<file path="config.mk">
export PLATFORM = sky130hd
export DESIGN_NAME = ucc_config_bank
export DESIGN_NICKNAME = d
export VERILOG_FILES = /design/src/rtl/ucc_config_bank.sv
export SDC_FILE = /design/constraint.sdc
export NUM_CORES = 1
export LEC_CHECK = 0
export BUFFER_PORTS_ARGS = -buffer_cell sky130_fd_sc_hd__buf_4
export CAP_MARGIN = 20
export CORE_UTILIZATION = 35
export DETAILED_ROUTE_END_ITERATION = 16
export SETUP_SLACK_MARGIN = 0.05
export SLEW_MARGIN = 20
export SYNTH_ARGS = -nofsm -noshare
export SYNTH_HDL_FRONTEND = slang
export SYNTH_SLANG_ARGS = --single-unit
</file>
<file path="constraint.sdc">
create_clock -name mclk -period 10.2 [get_ports mclk]
set_input_delay 0 -clock mclk [delete_from_list [all_inputs] [get_ports mclk]]
set_output_delay 0 -clock mclk [all_outputs]
set_load 0.005 [all_outputs]
</file>
<file path="src/rtl/ucc_config_bank.sv">
// Run-time programmable UCC region bank: shadow min/max pairs are written over the
// peripheral bus, validated on a keyed commit, then copied to the active outputs and locked.
//   state    | meaning
//   UNLOCKED | shadows writable, waiting for a keyed commit
//   VALIDATE | checking shadow_min[idx] <= shadow_max[idx], one region per cycle
//   LOCKED   | active pairs valid; bank frozen until reset
module ucc_config_bank #(
  parameter int unsigned N_UCC     = 3,
  parameter logic [13:0] BASE_ADDR = 14'h0C8,
  parameter logic [7:0]  CMD_KEY   = 8'hA5
) (
  input  logic                   mclk,
  input  logic                   reset_n,
  input  logic [13:0]            per_addr,
  input  logic [15:0]            per_din,
  input  logic                   per_en,
  input  logic [1:0]             per_we,
  output logic [15:0]            per_dout,
  output logic [16*N_UCC-1:0]    ucc_min,
  output logic [16*N_UCC-1:0]    ucc_max,
  output logic                   ucc_valid
);

  typedef enum logic [1:0] {
    ST_UNLOCKED = 2'd0,
    ST_VALIDATE = 2'd1,
    ST_LOCKED   = 2'd2
  } state_t;

  localparam logic [13:0] LAST_OFF = 14'(2 * N_UCC);
  localparam logic [3:0]  LAST_IDX = 4'(N_UCC - 1);

  state_t               state_q, state_d;
  logic [3:0]           idx_q, idx_d;
  logic [3:0]           err_idx_q, err_idx_d;
  logic                 range_err_q, range_err_d;
  logic                 key_err_q, key_err_d;
  logic                 wr_viol_q, wr_viol_d;
  logic [15:0]          shadow_min_q [N_UCC];
  logic [15:0]          shadow_min_d [N_UCC];
  logic [15:0]          shadow_max_q [N_UCC];
  logic [15:0]          shadow_max_d [N_UCC];
  logic [16*N_UCC-1:0]  act_min_q, act_min_d;
  logic [16*N_UCC-1:0]  act_max_q, act_max_d;

  logic [13:0]          off;
  logic                 sel, ctrl_hit, wr_acc, rd_acc, commit_ok;
  logic [N_UCC-1:0]     min_hit, max_hit;
  logic [15:0]          cur_min, cur_max, status;

  function automatic logic [15:0] merge_bytes(input logic [15:0] old_v,
                                               input logic [15:0] new_v,
                                               input logic [1:0]  we);
    merge_bytes = {we[1] ? new_v[15:8] : old_v[15:8],
                   we[0] ? new_v[7:0]  : old_v[7:0]};
  endfunction

  // Address decode; addresses below BASE_ADDR wrap to a large offset and miss.
  always_comb begin
    off      = per_addr - BASE_ADDR;
    sel      = per_en && (off <= LAST_OFF);
    ctrl_hit = sel && (off == 14'd0);
    wr_acc   = sel && (per_we != 2'b00);
    rd_acc   = sel && (per_we == 2'b00);
    min_hit  = '0;
    max_hit  = '0;
    for (int i = 0; i < N_UCC; i++) begin
      min_hit[i] = sel && (off == 14'(2 * i + 1));
      max_hit[i] = sel && (off == 14'(2 * i + 2));
    end
    commit_ok = (per_we == 2'b11) && (per_din[15:8] == CMD_KEY) && per_din[0];
  end

  always_comb begin
    cur_min = '0;
    cur_max = '0;
    for (int i = 0; i < N_UCC; i++) begin
      if (idx_q == 4'(i)) begin
        cur_min = shadow_min_q[i];
        cur_max = shadow_max_q[i];
      end
    end
  end

  always_comb begin
    state_d      = state_q;
    idx_d        = idx_q;
    err_idx_d    = err_idx_q;
    range_err_d  = range_err_q;
    key_err_d    = key_err_q;
    wr_viol_d    = wr_viol_q;
    shadow_min_d = shadow_min_q;
    shadow_max_d = shadow_max_q;
    act_min_d    = act_min_q;
    act_max_d    = act_max_q;

    case (state_q)
      ST_UNLOCKED: begin
        if (wr_acc) begin
          for (int i = 0; i < N_UCC; i++) begin
            if (min_hit[i]) shadow_min_d[i] = merge_bytes(shadow_min_q[i], per_din, per_we);
            if (max_hit[i]) shadow_max_d[i] = merge_bytes(shadow_max_q[i], per_din, per_we);
          end
          if (ctrl_hit) begin
            if (commit_ok) begin
              range_err_d = 1'b0;
              key_err_d   = 1'b0;
              err_idx_d   = 4'd0;
              idx_d       = 4'd0;
              state_d     = ST_VALIDATE;
            end else begin
              key_err_d = 1'b1;
            end
          end
        end
      end
      ST_VALIDATE: begin
        if (cur_min > cur_max) begin
          range_err_d = 1'b1;
          err_idx_d   = idx_q;
          state_d     = ST_UNLOCKED;
        end else if (idx_q == LAST_IDX) begin
          // Copy every pair on the same edge that raises ucc_valid.
          for (int i = 0; i < N_UCC; i++) begin
            act_min_d[16*i +: 16] = shadow_min_q[i];
            act_max_d[16*i +: 16] = shadow_max_q[i];
          end
          state_d = ST_LOCKED;
        end else begin
          idx_d = idx_q + 4'd1;
        end
      end
      ST_LOCKED: begin
        if (wr_acc) wr_viol_d = 1'b1;
      end
      default: state_d = ST_UNLOCKED;
    endcase
  end

  always_ff @(posedge mclk or negedge reset_n) begin
    if (!reset_n) begin
      state_q     <= ST_UNLOCKED;
      idx_q       <= 4'd0;
      err_idx_q   <= 4'd0;
      range_err_q <= 1'b0;
      key_err_q   <= 1'b0;
      wr_viol_q   <= 1'b0;
      act_min_q   <= '0;
      act_max_q   <= '0;
      for (int i = 0; i < N_UCC; i++) begin
        shadow_min_q[i] <= 16'd0;
        shadow_max_q[i] <= 16'd0;
      end
    end else begin
      state_q      <= state_d;
      idx_q        <= idx_d;
      err_idx_q    <= err_idx_d;
      range_err_q  <= range_err_d;
      key_err_q    <= key_err_d;
      wr_viol_q    <= wr_viol_d;
      act_min_q    <= act_min_d;
      act_max_q    <= act_max_d;
      shadow_min_q <= shadow_min_d;
      shadow_max_q <= shadow_max_d;
    end
  end

  assign status = {4'h0, err_idx_q, 3'b000, wr_viol_q, key_err_q, range_err_q,
                   (state_q == ST_VALIDATE), (state_q == ST_LOCKED)};

  always_comb begin
    per_dout = 16'd0;
    if (rd_acc) begin
      if (ctrl_hit) per_dout = status;
      for (int i = 0; i < N_UCC; i++) begin
        if (min_hit[i]) per_dout = shadow_min_q[i];
        if (max_hit[i]) per_dout = shadow_max_q[i];
      end
    end
  end

  assign ucc_min   = act_min_q;
  assign ucc_max   = act_max_q;
  assign ucc_valid = (state_q == ST_LOCKED);

endmodule

</file>
# Word-level counts from Yosys, hierarchy flattened
# Cells that the tools add are included.
# word_totals
ff_bits	205
input_bits	35
out_inout_bits	113
# classes
n_addsub	2
magnitude_cmp	2
eq_ne	19
mux	34
bitwise	2
reduce_logical	36
# ops
cell	n
16-bit two-way mux	13
4-bit AND reduction	12
14-bit by 3-bit equality test with 1-bit output (second input constant)	3
14-bit by 2-bit equality test with 1-bit output (second input constant)	2
4-bit two-way mux	6
16-bit greater-than comparator	1
4-bit case mux with 2 select lines	2
14-bit by 1-bit equality test with 1-bit output (second input constant)	1
14-bit by 3-bit <= comparator with 1-bit output (second input constant)	1
14-bit zero test	1
14-bit by 8-bit subtractor with 14-bit output (second input constant)	1
1-bit logical AND	12
12-bit two-way mux	1
2-bit two-way mux	5
2-bit != test (second input constant)	5
5-bit AND reduction	2
8-bit equality test (second input constant)	1
2-bit case mux with 3 select lines	1
3-bit AND reduction	2
6-bit AND reduction	1
1-bit two-way mux	5
4-bit by 1-bit adder with 4-bit output (second input constant)	1
2-bit equality test (second input constant)	2
4-bit by 1-bit equality test with 1-bit output (second input constant)	1
other kinds (10)	13

# Logic depth before layout (Yosys ltp)
# Gate-level depths: netlist of the first run.
# logic_depth
ltp_word	12
mapped_depth	16
ltp_nobuf	12

# Worst setup path before layout of the first run
# Ideal clock, no wire load.
# synth_path
path_kind	register to register
start	reg idx_q[1]
end	reg act_max_q[20], in the netlist ucc_max[20]
arrival_time_ns	3.824
required_time_ns	10.075
slack_ns	6.251
stages_incl_launch_ff	15
path_buffers	3
synth_period_minus_slack_ns	3.949
cell_sequence	dfrtp_1 > inv_1 > ha_1 > nor4b_1 > clkbuf_1 > a221o_1 > o21ai_0 > ha_1 > nand4_1 > nor4_1 > a31oi_1 > nor3_2 > buf_2 > buf_2 > mux2_2
# synth_via
elab_chain_cells	7
word_cells_on_any_way	12
classes_between	1 x order compare; 2 x eq/ne; 6 x mux; 1 x bitwise; 2 x reduce/logical
# synth_lines
item	line_no	text
from (decl)	34	logic [3:0] idx_q, idx_d;
from (signal assigned)	156	idx_q <= idx_d;
4-bit zero test	78	if (idx_q == 4'(i)) begin
16-bit two-way mux (3 in a row)	78	
16-bit greater-than comparator	118	if (cur_min > cur_max) begin
1-bit inverter (no source line)	n/a	
3-bit AND reduction (no source line) *	n/a	
to (signal assigned)	162	act_max_q <= act_max_d;
to (decl)	44	logic [16*N_UCC-1:0] act_max_q, act_max_d;
# Every way passes the cells marked *; elsewhere a longest branch is shown, timed or not.
# A chain may end at the register's enable or synchronous reset.

# Worst setup path in the final report of the first run
# layout_path
start	reg idx_q[1]
end	reg act_max_q[14], in the netlist ucc_max[14]
# The elaborated chain is that of the path after synthesis.

==> run summary, run 1 <==
The insertion delay to the later sink of the worst-skew pair came out at 0.51 ns. After detailed routing, the number of remaining DRC violations is 2. Between clock sinks in the finished design, the worst skew comes to 0.0134 ns. The signal arrival time at the worst endpoint came out at 4.61 ns.

The repair_antennas step left the layout with diodes totalling 0. The tightest slew margin relative to the limit came out at 0.300. Input and output buffers added on the ports amount to 147. The worst setup path is of the reg2reg kind. The maximum buffer depth of the clock tree is 3. The remaining global-route overflow came out at 0.

The number of instances in the synthesized netlist is 780. The net count after synthesis is 836. The transition time at the pin with the least slew margin came out at 1.05 ns. Clock tree synthesis selected as its root buffer the cell sky130_fd_sc_hd__clkbuf_16. Entering global routing, the biggest net connects 76 pins.

The highest clock frequency the design can meet came out at 237 MHz. Clock-pin slew was measured on the worst setup and hold paths at 0.06 ns. TritonCTS built the clock tree. The filler cells instantiated in the layout total 2663.

The area share of fa/ha/maj cells after synthesis came out at 0.0266. The category of the worst setup path launch point is a register. Using the TritonRoute via totals, the vias-per-cell ratio works out to 5.40.

In this run the post-CTS setup repair buffer count came out at 0. After routing, the total negative slack on setup checks comes to 0 ns. The y dimension of the die came out at 170 µm. The number of hold violations in the final report came out at 0. The placed wire-length estimate after detailed placement came out at 18.8 mm. The number of H-tree levels is 1. The max-slew violation count is 0.

The proportion of layout cells with a drive suffix above 1 is 0.431. The number of ports placed on the die boundary came out at 148. The final hold slack is 0.0593 ns. The share of the Yosys chip area taken by registers is 0.520. The layout net count is 988. The storage element area is 5130 µm². After detailed placement, the total cell area comes to 11300 µm². Of the total synthesized cell area, the portion taken by AND, OR, NAND and NOR gates is 0.0692. The number of violations of the max-capacitance limit is 0. The combinational family with the most area after synthesis is multiplexers. The area used by multi-input combinational logic is 4510 µm². By area the synthesized netlist is led by sky130_fd_sc_hd__dfrtp_1 52%, sky130_fd_sc_hd__mux2_2 24%, sky130_fd_sc_hd__ha_1 2.7%. The critical path endpoint category is a register.

The final wirelength is 26.9 mm. The initial antenna violation count is 1. In this run the horizontal extent of the chip is 170 µm.

The internal reg-to-reg setup slack is 5.97 ns. At the end of routability-driven placement, the weighted congestion stood at 0.825. The xor/xnor share of the synthesized area came out at 0. The library cell used most frequently in the layout, excluding fill and tap cells, is sky130_fd_sc_hd__mux2_2.

The power density of the placed cells came out at 138 nW/µm². Setup repair after global routing left no endpoint under its margin. The average footprint of a synthesized cell came out at 12.6 µm². The async set or reset register ratio after synthesis came out at 1.00. The count of nets left with antenna violations once routing finished came out at 0. The checks that failed: design-rule violations. The number of placement rows came out at 61. The final critical path time including I/O delays and setup came out at 4.23 ns. The die covers 28900 µm². The maximum fanout encountered on the critical timing path came out at 56. The critical path ends at ucc_max[14].

The synthesized design spends more area on one cell type than any other, namely sky130_fd_sc_hd__dfrtp_1. The number of warnings printed during yosys synthesis came out at 0. The depth of the most critical reg-to-reg path is 12.

The area overhead of the layout relative to synthesis is 24.4%. The initial utilization of the core area, before any placement, comes to 0.355. The detailed-route wire length on metal 1 came out at 12.2 mm. The number of global-route vias before repair came out at 7309. Yosys mapped the design onto 56 distinct sky130hd cell types. After detailed routing, the average wire length per cell comes to 20.3 µm. The area fraction in compound gates after synthesis came out at 0.110. The TritonCTS buffer count came out at 22.

For this run, the leading register cell type out of synthesis is sky130_fd_sc_hd__dfrtp_1. The static leakage came out at 6.12 nW. In the global route stage, overall resource usage came out at 0.190. The run finished, with violations left. The worst reg2reg path startpoint is idx_q[1]. The total power is 1.70 mW.

The met2 layer wire length in the routed design came out at 12.3 mm. After floorplanning, the core was sized to cover 27800 µm². The worst hold-check path type is in2async. The flop and latch count out of synthesis is 205. The endpoint required time on the critical path came out at 10.58 ns.

The area share of the largest cell type after synthesis came out at 0.520. The top cell types in the final layout, fill and taps aside, are 207 x sky130_fd_sc_hd__mux2_2, 205 x sky130_fd_sc_hd__dfrtp_1, 154 x sky130_fd_sc_hd__buf_4, 57 x sky130_fd_sc_hd__nor2_1, 32 x sky130_fd_sc_hd__o21ai_0. The worst supply voltage drop on vdd came out at 0.0856 mV.

The count of final setup violators came out at 0. The share of the cycle needed by the critical path after routing came out at 0.414. The final cell area excluding filler cells came out at 12300 µm².

The number of iterations in the first detailed-routing pass came out at 11. The count of flip-flops with a built-in enable after synthesis is 0. The initial DRC count is 467. In this run the critical register-to-register path is captured at ucc_max[14]. The area of the mapped netlist is 9870 µm². The clock net in this run drives a total of 205 sinks. The most critical setup path has its startpoint at idx_q[1]. The detailed-route via count came out at 7146.

After detailed routing, no signal wire sits above met4. The first-pass GRT wire length is 42.6 mm. The met3 routed wirelength is 1.39 mm. The proportion of synthesized area in mux cells came out at 0.250.
-- cell families (layout without fill, tap and decap cells) --
family,count (synthesis),after routing
compound gates,141,141
fa+ha+maj,21,21
buf+inv,61,226
flops,205,205
mux,218,218
simple gates,134,134
-- where the power goes --
group	switching [mW]	internal, mW	leakage, nW	total (mW)
registers	0.000266	0.813	2.85	0.814
clock network	0.318	0.501	0.355	0.819
logic	0.0409	0.0217	2.91	0.0627
total	0.359	1.34	6.12	1.70
-- per-layer routing --
metal,track usage,up-vias
met1,0.264,3598
met2,0.295,249
li1,-,3243
met4,0.0736,0
met3,0.0321,56
met5,0,-
-- worst min path at each step --
stage | to | startpoint | slack (ns) | cells past startpoint
floorplan | err_idx_q[0] | reset_n | -0.30 | 0
global placement | ucc_max[41] | reset_n | 0.03 | 1
detailed placement | ucc_max[40] | reset_n | 0.03 | 1
CTS | wr_viol_q | per_addr[1] | 0.05 | 3
global route | ucc_max[40] | reset_n | 0.1 | 2
finish | ucc_max[40] | reset_n | 0.06 | 2
-- Yosys cell counts (3+ instances only) --
cell type,number
sky130_fd_sc_hd__and3b_1,6
sky130_fd_sc_hd__a22oi_1,7
sky130_fd_sc_hd__o21ai_0,32
sky130_fd_sc_hd__a21oi_1,13
sky130_fd_sc_hd__buf_2,12
sky130_fd_sc_hd__a22o_1,4
sky130_fd_sc_hd__o221ai_1,7
sky130_fd_sc_hd__mux2_2,207
sky130_fd_sc_hd__ha_1,21
sky130_fd_sc_hd__nor2b_1,9
sky130_fd_sc_hd__mux2i_1,9
sky130_fd_sc_hd__nand2_1,19
sky130_fd_sc_hd__o211ai_1,8
sky130_fd_sc_hd__nand3_1,10
sky130_fd_sc_hd__a32oi_1,7
sky130_fd_sc_hd__nor4bb_1,3
sky130_fd_sc_hd__clkbuf_1,33
sky130_fd_sc_hd__a211oi_1,3
sky130_fd_sc_hd__inv_1,14
sky130_fd_sc_hd__nor2_1,57
sky130_fd_sc_hd__a221o_1,23
sky130_fd_sc_hd__a221oi_1,16
sky130_fd_sc_hd__and2_1,5
sky130_fd_sc_hd__dfrtp_1,205
sky130_fd_sc_hd__nand4_1,8
-- worst max-delay path: stages, from the launching register on --
cell	delay, ns
sky130_fd_sc_hd__dfrtp_1	0.43
sky130_fd_sc_hd__inv_1	0.12
sky130_fd_sc_hd__ha_1	0.19
sky130_fd_sc_hd__and2_2	0.58
sky130_fd_sc_hd__a221o_1	0.25
sky130_fd_sc_hd__o21ai_0	0.08
sky130_fd_sc_hd__ha_1	0.35
sky130_fd_sc_hd__nand4_1	0.20
sky130_fd_sc_hd__nor4_1	0.48
sky130_fd_sc_hd__a31oi_1	0.19
sky130_fd_sc_hd__nor3_4	0.18
sky130_fd_sc_hd__buf_4	0.62
sky130_fd_sc_hd__mux2_2	0.41
-- area by class of cell --
type / count / area share
Tap cell: 378 / 0.0385
Inverter: 14 / 0.00428
Clock inverter: 6 / 0.00877
Sequential cell: 205 / 0.418
Timing Repair Buffer: 175 / 0.112
Multi-Input combinational cell: 514 / 0.368
Clock buffer: 31 / 0.0510
-- what timing repair did --
item,in CTS,in global routing
hold buffers,20,0
endpoints found under the hold margin,161,0
resized for setup,0,0
-- through the flow --
stage / utilization / worst slack (ns) / instances
finish: 0.442 / 5.97 / 1323
global route: 0.442 / 5.61 / 1323
CTS: 0.442 / 5.77 / 1323
detailed placement: 0.408 / 5.80 / 1266
global placement: 0.408 / 5.71 / 1266
floorplan: - / 6.25 / 780
-- registers in the layout, summed over array words and instances, names as in the netlist --
register	count
range_err_q	1
ucc_min	48
wr_viol_q	1
shadow_min_q	48
err_idx_q	4
ucc_max	48
key_err_q	1
state_q	2
shadow_max_q	48
idx_q	4
Power figures use the tool's default switching activity.
==> run 2, diff against run 1 <==
- ABC_AREA: default -> 1
- clock period: 10.2 -> 3.9 ns (I/O delays scaled with it)
==> run summary, run 2 <==
The run finished with clean final reports. The initial antenna violation count came out at 0 (-1). The worst clock skew came out at 0.0137 ns (+0.000289 ns). The endpoint required time on the critical path is 4.29 ns (-6.29 ns). The initial DRC count is 842 (+80%). The power density of the placed cells is 336 nW/µm² (+140%). The count of flip-flops with a built-in enable after synthesis came out at 0 (unchanged). The number of violations of the max-capacitance limit came out at 0 (unchanged). The number of ports placed on the die boundary came out at 148 (unchanged). The overall die area is 30600 µm² (+5.8%). The transition time at the pin with the least slew margin was 0.848 ns (-0.199 ns). The number of warnings printed during yosys synthesis is 0 (unchanged). The total routing resource utilization after global routing is 0.227 (+0.0373). The signal arrival time at the worst endpoint is 3.91 ns (-0.70 ns).

The static leakage came out at 6.52 nW (+6.6%). The setup path with the least slack is of type reg2reg. The tree is rooted in a sky130_fd_sc_hd__clkbuf_16.

The DRC violation count after routing is 0 (-2). The maximum fanout encountered on the critical timing path is 51 (-8.9%). The average wire length per cell after detail routing was 17.9 µm (-12%). The clock-pin slew reported for the worst setup and hold paths after clock tree synthesis came to 0.06 ns (about the same). The async set or reset register ratio after synthesis is 1.00 (unchanged). The tightest slew margin relative to the limit came out at 0.435 (+0.135).

The share of the cycle needed by the critical path after routing came out at 0.903 (+0.489). The number of distinct library cell variants in the gate-level netlist after synthesis is 38 (-32%). The total power is 4.33 mW (+160%). The worst supply voltage drop on vdd came out at 0.274 mV (+220%).

The standard cell core area is 29000 µm² (+4.4%). TritonCTS built the clock tree. The area overhead of the layout relative to synthesis came out at 23.4%. The highest clock frequency the design can meet came out at 284 MHz (+20%). The first-pass GRT wire length is 54.0 mm (+27%).

The TritonCTS buffer count is 23 (+4.5%). The final weighted congestion in routability-driven placement came to 0.935 (+13%). The post-route worst setup slack came out at 0.377 ns (-5.60 ns).

The y dimension of the die is 175 µm (+2.9%). The post-placement setup slack is 0.261 ns (-5.54 ns). Setup repair after global routing left no endpoint under its margin.

The area share of the largest cell type after synthesis is 0.491 (-0.0290). The total inserted antenna cells is 0 (unchanged). The placed wire-length estimate after detailed placement was 25.0 mm (+33%). The storage element area is 5130 µm² (unchanged). The net count after synthesis came out at 1415 (+69%). The initial core utilization came out at 0.360 (+0.00503). The number of global-route vias before repair came out at 9379 (+28%).

The count of placed standard cells including taps came to 1848 (+46%). The area of the mapped netlist is 10500 µm² (+5.9%). The number of filler instances in the final layout came to 2959 (+11%). The most frequent cell after synthesis is sky130_fd_sc_hd__nand2_1. The via-per-instance ratio came out at 4.99 (-7.6%). For this run, the leading register cell type out of synthesis is sky130_fd_sc_hd__dfrtp_1. The insertion delay to the later sink of the worst-skew pair is 0.53 ns (+0.02 ns). The worst hold-check path type is in2reg. The final wirelength is 34.1 mm (+27%).

By count the netlist is led by 393 x sky130_fd_sc_hd__nand2_1, 205 x sky130_fd_sc_hd__dfrtp_1, 174 x sky130_fd_sc_hd__o21ai_0. The worst setup path is captured at a register. The number of post-CTS setup repair buffers came to 0 (unchanged). The count of buffers inserted at the top-level ports came out at 147 (unchanged).

Ranked by total cell area, the synthesized netlist is headed by sky130_fd_sc_hd__dfrtp_1 49%, sky130_fd_sc_hd__nand2_1 14%, sky130_fd_sc_hd__o21ai_0 8.3%. The maximum buffer depth of the clock tree was 3 (unchanged). In the layout the commonest cells are 393 x sky130_fd_sc_hd__nand2_1, 205 x sky130_fd_sc_hd__dfrtp_1, 174 x sky130_fd_sc_hd__o21ai_0, 166 x sky130_fd_sc_hd__inv_1, 162 x sky130_fd_sc_hd__buf_4.

The flop and latch count out of synthesis came out at 205 (unchanged). The cell type with the highest aggregate area in the netlist is sky130_fd_sc_hd__dfrtp_1. The maximum number of pins on one net before global-route repair came to 98 (+29%). The remaining global-route overflow is 0 (unchanged). The count of final setup violators came to 0 (unchanged). The detailed-route via count is 9524 (+33%).

The max-slew violation count came out at 0 (unchanged). The final hold slack is 0.0441 ns (-0.0152 ns). The proportion of layout cells with a drive suffix above 1 came out at 0.152 (-0.279). The total negative setup slack came to 0 ns (unchanged). The die boundary width is 175 µm (+2.9%). The post-layout instance count excluding filler cells is 1909 (+44%). The average footprint of a synthesized cell is 7.69 µm² (-39%).

The number of routed nets with antenna violations is 0 (unchanged). The number of iterations in the first detailed-routing pass came out at 5 (-6). The number of placement rows is 62 (+1.6%). The category of the worst setup path launch point is a register. The number of instances in the synthesized netlist came out at 1359 (+74%). The number of H-tree levels is 1 (unchanged). The final critical path time including I/O delays and setup is 3.52 ns (-0.704 ns). The layout net count came out at 1567 (+59%). The library cell used most frequently in the layout, excluding fill and tap cells, is sky130_fd_sc_hd__nand2_1.

The number of sinks handled by clock tree synthesis came out at 205 (unchanged). The sequential element share of the synthesized area came out at 0.491 (-0.0290). The area used by multi-input combinational logic came out at 4420 µm² (-2.0%). The number of hold violations in the final report is 0 (unchanged).
run 2: worst paths after layout:
path / startpoint / to / slack (ns) / cells after the start
max: idx_q[1] / ucc_min[34] / 0.38 / 18
min reg2reg: wr_viol_q / wr_viol_q / 0.45 / 2
max in group asynchronous: reset_n / range_err_q / 2.70 / 3
max reg2reg: idx_q[1] / ucc_min[34] / 0.38 / 18
min in group asynchronous: reset_n / shadow_min_q[42] / 0.14 / 2
min: per_en / key_err_q / 0.04 / 5
run 2: cell type report:
class                   instances  area share
clock buffers                  32      0.0503
clock inverters                 7     0.00330
inverters                     170      0.0499
multi-input cells             921       0.343
flip-flops and latches        205       0.398
well taps                     384      0.0372
repair buffers                190       0.119
run 2: logic make-up (layout without fill, tap and decap cells):
kind of cell    Yosys count  in the layout  share of synthesized area
simple gates            597            597                      0.243
compound gates          302            302                      0.153
buf+inv                 233            399                     0.0864
flops                   205            205                      0.491
fa+ha+maj                21             21                     0.0251
xor+xnor                  1              1                   0.000838
run 2: report_power, final:
| group | switching, mW | internal, mW |
|---|---|---|
| registers | 0.0000314 | 2.13 |
| logic | 0.102 | 0.0496 |
| clock network | 0.892 | 1.16 |
run 2: stage by stage:
| step | cell area, µm² | utilization |
|---|---|---|
| 6_report | 12900 | 0.445 |
| 5_1_grt | 12900 | 0.445 |
| 4_1_cts | 12900 | 0.444 |
| 3_5_place_dp | 12000 | 0.413 |
| 3_3_place_gp | 12000 | 0.413 |
| 2_1_floorplan | 10500 | - |
run 2: worst max-delay path, stage by stage (launching register included):
cell	delay [ns]
sky130_fd_sc_hd__dfrtp_1	0.44
sky130_fd_sc_hd__inv_1	0.09
sky130_fd_sc_hd__ha_1	0.24
sky130_fd_sc_hd__nand2_1	0.13
sky130_fd_sc_hd__buf_6	0.26
sky130_fd_sc_hd__nor2_1	0.06
sky130_fd_sc_hd__o21ai_0	0.27
sky130_fd_sc_hd__o21ai_0	0.15
sky130_fd_sc_hd__ha_1	0.32
sky130_fd_sc_hd__nand2_1	0.06
sky130_fd_sc_hd__nor3_1	0.31
sky130_fd_sc_hd__nand3_1	0.11
sky130_fd_sc_hd__nand2_1	0.15
sky130_fd_sc_hd__nand2_1	0.12
sky130_fd_sc_hd__nor2_4	0.18
sky130_fd_sc_hd__inv_6	0.12
sky130_fd_sc_hd__buf_12	0.19
sky130_fd_sc_hd__nand2_1	0.07
sky130_fd_sc_hd__o21ai_0	0.08
run 2: metal layers:
metal	wire (µm)	part of all wire	global-route usage	vias to the layer above
met1	15000	0.44	0.308	4491
met2	16400	0.48	0.378	288
met5	0	0	0	-
met4	1020	0.030	0.0681	0
li1	-	-	-	4679
met3	1780	0.052	0.0285	66
run 2: timing repair:
action | in CTS | in global routing
gates resized for setup | 0 | 3
hold buffers | 22 | 0
endpoints found under the setup margin | 0 | 79
hold endpoints to repair | 192 | 0
